`src/rtl/mem_pkg.sv`:
```
// -----------------------------------------------------------------------------
// mem_pkg -- shared definitions for the RAM arbiter and its neighbours.
//
// Contents:
//   ADDR_W / DATA_W   : word-address and data widths of the 512x32 RAM.
//   arb_state_e       : arbiter FSM states (IDLE -> ACCESS -> RESP).
//   REQ_ID0 / REQ_ID1 : requester identifiers (CPU path, loader/debug port).
//   rr_pick()         : round-robin winner selection helper.
//
// Optional feature macro: RAM_ARB_RR_EN (consumed by ram_arbiter).
// -----------------------------------------------------------------------------
package mem_pkg;

  localparam int ADDR_W = 9;
  localparam int DATA_W = 32;

  localparam logic REQ_ID0 = 1'b0;
  localparam logic REQ_ID1 = 1'b1;

  typedef enum logic [1:0] {
    ST_IDLE   = 2'd0,
    ST_ACCESS = 2'd1,
    ST_RESP   = 2'd2
  } arb_state_e;

  // Pick a winner from two eligible flags. On contention the requester that
  // was not served last wins; otherwise whichever one is eligible wins.
  // Only meaningful when at least one flag is set.
  function automatic logic rr_pick(input logic elig0, input logic elig1,
                                   input logic last_served);
    logic pick;
    if (elig0 && elig1) begin
      pick = ~last_served;
    end else if (elig0) begin
      pick = REQ_ID0;
    end else begin
      pick = REQ_ID1;
    end
    return pick;
  endfunction

endpackage : mem_pkg

```
`src/rtl/ram_arbiter.sv`:
```
// -----------------------------------------------------------------------------
// ram_arbiter -- two-requester arbiter in front of a 512x32 synchronous RAM.
//
// Every access takes three cycles: IDLE (grant, drive RAM strobes) ->
// ACCESS (strobes drop, RAM samples) -> RESP (RAM data valid, ack pulse and
// rdata capture on the following edge). All outputs are registered.
//
// Ports:
//   clk               in   system clock, rising-edge
//   rst_n             in   asynchronous active-low reset
//   req0 / req1       in   access request (0 = CPU MAR/MDR, 1 = loader/debug)
//   wr0 / wr1         in   1 = write, 0 = read (stable until ack)
//   addr0 / addr1     in   word address (stable until ack)
//   wdata0 / wdata1   in   write data (stable until ack)
//   ack0 / ack1       out  one-cycle completion pulse
//   rdata             out  read data, valid while ackN is high after a read
//   busy              out  high whenever the FSM is not in IDLE
//   ram_read          out  registered RAM read strobe
//   ram_write         out  registered RAM write strobe
//   ram_addr          out  registered RAM address
//   ram_din           out  registered RAM write data
//   ram_dout          in   RAM read data, valid the cycle after ram_read
//
// Configuration macro:
//   RAM_ARB_RR_EN  defined   -> round-robin arbitration with a 1-bit
//                               last-served pointer.
//                  undefined -> requester 0 has fixed priority.
// -----------------------------------------------------------------------------
module ram_arbiter
  import mem_pkg::*;
(
  input  logic              clk,
  input  logic              rst_n,
  input  logic              req0,
  input  logic              req1,
  input  logic              wr0,
  input  logic              wr1,
  input  logic [ADDR_W-1:0] addr0,
  input  logic [ADDR_W-1:0] addr1,
  input  logic [DATA_W-1:0] wdata0,
  input  logic [DATA_W-1:0] wdata1,
  output logic              ack0,
  output logic              ack1,
  output logic [DATA_W-1:0] rdata,
  output logic              busy,
  output logic              ram_read,
  output logic              ram_write,
  output logic [ADDR_W-1:0] ram_addr,
  output logic [DATA_W-1:0] ram_din,
  input  logic [DATA_W-1:0] ram_dout
);

  arb_state_e        state_q, state_d;
  logic              owner_q, owner_d;
  logic              is_read_q, is_read_d;
  logic              ack0_q, ack0_d;
  logic              ack1_q, ack1_d;
  logic [DATA_W-1:0] rdata_q, rdata_d;
  logic              busy_q, busy_d;
  logic              ram_read_q, ram_read_d;
  logic              ram_write_q, ram_write_d;
  logic [ADDR_W-1:0] ram_addr_q, ram_addr_d;
  logic [DATA_W-1:0] ram_din_q, ram_din_d;
`ifdef RAM_ARB_RR_EN
  logic              last_q, last_d;
`endif

  logic elig0_s;
  logic elig1_s;
  logic gnt_valid_s;
  logic gnt_id_s;

  // A requester is masked in the cycle its ack is high, so a req still held
  // from the finished access cannot be granted a second time.
  assign elig0_s = req0 & ~ack0_q;
  assign elig1_s = req1 & ~ack1_q;

  // Arbitration: pick which eligible requester, if any, is granted from IDLE.
  always_comb begin
    gnt_valid_s = 1'b0;
    gnt_id_s    = REQ_ID0;
`ifdef RAM_ARB_RR_EN
    gnt_valid_s = elig0_s | elig1_s;
    gnt_id_s    = rr_pick(elig0_s, elig1_s, last_q);
`else
    // Requester 0 keeps priority even during its own (masked) ack cycle, so
    // a continuously held req0 is never interleaved by requester 1.
    if (elig0_s) begin
      gnt_valid_s = 1'b1;
      gnt_id_s    = REQ_ID0;
    end else if (elig1_s && !req0) begin
      gnt_valid_s = 1'b1;
      gnt_id_s    = REQ_ID1;
    end else begin
      gnt_valid_s = 1'b0;
      gnt_id_s    = REQ_ID0;
    end
`endif
  end

  // Next-state and registered-output logic of the access FSM.
  always_comb begin
    state_d     = state_q;
    owner_d     = owner_q;
    is_read_d   = is_read_q;
    ack0_d      = 1'b0;
    ack1_d      = 1'b0;
    rdata_d     = rdata_q;
    ram_read_d  = 1'b0;
    ram_write_d = 1'b0;
    ram_addr_d  = ram_addr_q;
    ram_din_d   = ram_din_q;
`ifdef RAM_ARB_RR_EN
    last_d      = last_q;
`endif

    case (state_q)
      ST_IDLE: begin
        if (gnt_valid_s) begin
          owner_d = gnt_id_s;
          if (gnt_id_s == REQ_ID1) begin
            ram_addr_d  = addr1;
            ram_din_d   = wdata1;
            ram_write_d = wr1;
            ram_read_d  = ~wr1;
            is_read_d   = ~wr1;
          end else begin
            ram_addr_d  = addr0;
            ram_din_d   = wdata0;
            ram_write_d = wr0;
            ram_read_d  = ~wr0;
            is_read_d   = ~wr0;
          end
`ifdef RAM_ARB_RR_EN
          last_d  = gnt_id_s;
`endif
          state_d = ST_ACCESS;
        end else begin
          state_d = ST_IDLE;
        end
      end

      ST_ACCESS: begin
        // Strobes fall back to their 1'b0 defaults; RAM samples at this edge.
        state_d = ST_RESP;
      end

      ST_RESP: begin
        if (owner_q == REQ_ID1) begin
          ack1_d = 1'b1;
        end else begin
          ack0_d = 1'b1;
        end
        if (is_read_q) begin
          rdata_d = ram_dout;
        end else begin
          rdata_d = rdata_q;
        end
        state_d = ST_IDLE;
      end

      default: begin
        state_d = ST_IDLE;
      end
    endcase

    busy_d = (state_d != ST_IDLE);
  end

  // State and output registers; reset aborts any access in flight.
  always_ff @(posedge clk or negedge rst_n) begin
    if (!rst_n) begin
      state_q     <= ST_IDLE;
      owner_q     <= REQ_ID0;
      is_read_q   <= 1'b0;
      ack0_q      <= 1'b0;
      ack1_q      <= 1'b0;
      rdata_q     <= {DATA_W{1'b0}};
      busy_q      <= 1'b0;
      ram_read_q  <= 1'b0;
      ram_write_q <= 1'b0;
      ram_addr_q  <= {ADDR_W{1'b0}};
      ram_din_q   <= {DATA_W{1'b0}};
`ifdef RAM_ARB_RR_EN
      // "Last served = 1" makes requester 0 win the first contention.
      last_q      <= REQ_ID1;
`endif
    end else begin
      state_q     <= state_d;
      owner_q     <= owner_d;
      is_read_q   <= is_read_d;
      ack0_q      <= ack0_d;
      ack1_q      <= ack1_d;
      rdata_q     <= rdata_d;
      busy_q      <= busy_d;
      ram_read_q  <= ram_read_d;
      ram_write_q <= ram_write_d;
      ram_addr_q  <= ram_addr_d;
      ram_din_q   <= ram_din_d;
`ifdef RAM_ARB_RR_EN
      last_q      <= last_d;
`endif
    end
  end

  assign ack0      = ack0_q;
  assign ack1      = ack1_q;
  assign rdata     = rdata_q;
  assign busy      = busy_q;
  assign ram_read  = ram_read_q;
  assign ram_write = ram_write_q;
  assign ram_addr  = ram_addr_q;
  assign ram_din   = ram_din_q;

endmodule : ram_arbiter

```
`config.mk`:
```
export PLATFORM = sky130hd
export DESIGN_NAME = ram_arbiter
export DESIGN_NICKNAME = d
export VERILOG_FILES = /design/src/rtl/mem_pkg.sv /design/src/rtl/ram_arbiter.sv
export SDC_FILE = /design/constraint.sdc
export NUM_CORES = 1
export LEC_CHECK = 0
export ABC_AREA = 1
export BUFFER_PORTS_ARGS = -buffer_cell sky130_fd_sc_hd__clkbuf_2
export CORE_UTILIZATION = 49
export CTS_CLUSTER_DIAMETER = 200
export CTS_CLUSTER_SIZE = 14
export DETAILED_ROUTE_END_ITERATION = 16
export GPL_TIMING_DRIVEN = 0
export PLACE_DENSITY = 0.89
export SLEW_MARGIN = 30
export SYNTH_ARGS = -nofsm -noshare
export SYNTH_HDL_FRONTEND = slang
export SYNTH_SLANG_ARGS = --single-unit
```
`constraint.sdc`:
```
create_clock -name clk -period 2.9 [get_ports clk]
set_clock_uncertainty 0.15 [all_clocks]
set_input_delay 0.29 -clock clk [delete_from_list [all_inputs] [get_ports clk]]
set_output_delay 0.29 -clock clk [all_outputs]
set_load 0.01 [all_outputs]
```
==> metrics.md <==
| Metric | Value |
|---|---|
| Post-Synth Simple-Gate Area | 33.4% |
| Syn Nets | 607 |
| Core area | 7330 um2 |
| Post-synthesis sequential area ratio | 54.4% |
| Critical-path top delay cell | dfrtp_1 |
| Worst-Margin Slew | 0.651 ns |
| Crit path top cell by count | nand2_1 |
| CTS tree | built |
| Critical path arrival | 1.71 ns |
| GRT Total Usage | 26.0% |
| Achievable Freq | 0.614 GHz |
| Pre-Repair DR Iteration Count | 5 |
| Routed via count | 3965 |
| Die W | 89.7 um |
| DRC | 0 |
| Distinct cells, synth | 14 |
| Area of the multi-input gates | 1430 um2 |
| Post-synthesis compound-gate area fraction | 4.51% |
| Critical path type | flop to flop |
| Critical Path End Type | flop |
| Clk_lat worst skew | 0.34 ns |
| CTS Buf Count | 9 |
| DR iter-0 viols | 155 |
| Rows | 31 |
| Clk sinks | 82 |
| Pin count of the biggest net entering global routing | 83 |
| Post-Syn Instances | 487 |
| First-pass GRT wire length | 17000 um |
| Synth Cell Area | 3770 um2 |
| Worst setup SP type | flop |
| Via/cell ratio | 4.97 |
| N_diodes | 0 |
| Vias in the first global route | 3836 |
| Adder-cell area share of the yosys netlist | 0% |
| Post-layout min period | 1.63 ns |
| Gr ovfl total | 0 |
| Hold Crit Class | input port to flop |
| CTS Root Cell | clkbuf_8 |
| Die H | 89.7 um |
| Syn Area/Cell | 7.74 um2 |
| Share of post-route cells with drive strength above 1 | 32.9% |
| Final Hold Violating Endpoints | 0 |
| Largest family of logic cells by synthesized area | simple AND/OR/NAND/NOR gates |
| Final setup violation count | 0 |
| Fin. max-slew vios | 0 |
| H-Tree Level Count | 3 |
| Routed wire length | 10300 um |
| Worst-path clk slew | 0.08 ns |
| Max Cap Viol | 0 |
| IO Port Bufs | 196 |
| Worst hold margin | 0.0153 ns |
| Fill cells | 594 |
| Nets@finish | 815 |
| Storage element area | 2050 um2 |
| Critical-path maximum fanout | 10 |
| WL per Instance | 12.9 um |
| Yosys warnings | 0 |
| Status | finished clean |
| FF+latch count, synth | 82 |
| Ports | 198 |
| Critical Path, Cell by Cell | nor2_4 > nand2_1 > buf_2 > nand2_1 > nand2_1 > nand2_1 > nand2_1 |
| RSZ-0062 raised after global routing | no |
| Leakage | 3.13 nW |
| Post-DP HPWL | 7660 um |
| Worst rel slew slack | 56.6% |
| Final setup TNS | 0 ns |
| CP required | 2.98 ns |
| CP max stage delay | 0.42 ns |
| DIE AREA | 8050 um2 |
| Max VDD drop | 0.481 mV |
| Post-Synth XOR/XNOR Area | 0% |
| Power Density | 979 nW/um2 |
| GP Congestion | 0.870 |
| Mux cell area share after synthesis | 0% |
| DRT antenna net count | 0 |
| Clock tree buffer depth | 2 |
| Initial antenna violation count | 0 |
| Initial core utilization | 51.4% |
| Tcrit/Tclk final | 56.1% |
| Synthesis-to-layout area growth | 35.3% |
## metrics by stage
stage / setup WS, ns / utilization, % / instance area (um2) / cells / power, mW
2_1_floorplan: 1.54 / - / 3770 / 487 / 3.20
3_3_place_gp: 0.642 / 66.5 / 4880 / 782 / 4.04
3_5_place_dp: 1.28 / 66.6 / 4880 / 782 / 4.15
4_1_cts: 1.28 / 69.6 / 5100 / 798 / 5.03
5_1_grt: 1.13 / 69.6 / 5100 / 798 / 5.36
6_report: 1.27 / 69.6 / 5100 / 798 / 4.99
## final timing paths
path | endpoint | slack [ns] | start | cells after the start
setup / recovery | ram_addr[8] | 1.27 | ack1 | 7
min in group asynchronous | ram_din[17] | 0.37 | rst_n | 2
setup reg to reg | ram_addr[8] | 1.27 | ack1 | 7
max in group asynchronous | rdata[30] | 1.74 | rst_n | 2
hold / removal | rdata[15] | 0.02 | ram_dout[15] | 3
hold reg to reg | ack0 | 0.31 | owner_q | 1
## routing by layer
metal  vias to the layer above  GRT usage [%]  part of all wire (%)
met2                       183           45.4                    49
met1                      1810           31.0                    42
met5                         -              0                     0
li1                       1946              -                     -
met4                         0           11.6                   2.5
met3                        26           5.25                   6.7
## power by group
part | switching, mW | internal, mW | total, mW | leakage, nW
logic | 1.27 | 0.834 | 2.10 | 2.02
registers | 0.320 | 1.70 | 2.02 | 1.01
clock network | 0.396 | 0.476 | 0.871 | 0.105
total | 1.98 | 3.01 | 4.99 | 3.13
## critical path, delay by kind of cell, from the launching register on
| kind | cells | cell delay, ns |
|---|---|---|
| and+or+nand+nor | 6 | 0.69 |
| DFF | 1 | 0.42 |
| buffers and inverters | 1 | 0.24 |
## Yosys cell counts
cell type	instances	area, um2
buf_1	4	15.0
nand3_1	86	430
nor2_4	1	11.3
dfrtp_1	82	2050
nor2_1	5	18.8
nand2_1	205	769
clkbuf_1	13	48.8
o21ai_0	34	170
buf_2	10	50.1
nand2_2	2	12.5
buf_4	4	30.0
nand3_2	1	10.0
nor2_2	1	6.26
inv_1	39	146
## cell usage in the layout, fill, tap and decap left out, types with 2 or more instances in the layout
cell,Yosys,routed
buf_1,4,4
buf_2,10,10
buf_4,4,4
bufinv_16,0,2
clkbuf_1,13,13
clkbuf_2,0,195
clkbuf_8,0,10
clkinv_2,0,3
dfrtp_1,82,82
inv_1,39,39
nand2_1,205,205
nand2_2,2,2
nand3_1,86,86
nor2_1,5,5
o21ai_0,34,34
## what timing repair did
item / 4_1_cts / 5_1_grt
hold buffers: 1 / 0
endpoints found under the hold margin: 82 / 0
resized for setup: 0 / 0
endpoints found under the setup margin: 0 / 0
setup buffers: 0 / 0
## cell families after synthesis
kind of cell	Yosys count
and+or+nand+nor	301
DFF	82
buffers and inverters	70
AOI/OAI and AO/OA	34
## registers in the layout (all words and copies together), names as in the netlist
signal,flops
is_read_q,1
state_q,2
ram_din,32
ram_addr,9
busy,1
ram_read,1
ack0,1
ack1,1
ram_write,1
owner_q,1
rdata,32
## area by class of cell
cell class | count | share of cell area [%]
Sequential cell | 82 | 40.2
Multi-Input combinational cell | 335 | 28.0
Timing Repair Buffer | 197 | 19.6
Inverter | 39 | 2.87
Buffer | 31 | 2.82
Clock buffer | 9 | 2.43
Tap cell | 99 | 2.43
Clock inverter | 6 | 1.62
Note: power is estimated with default switching activity, not from simulation.
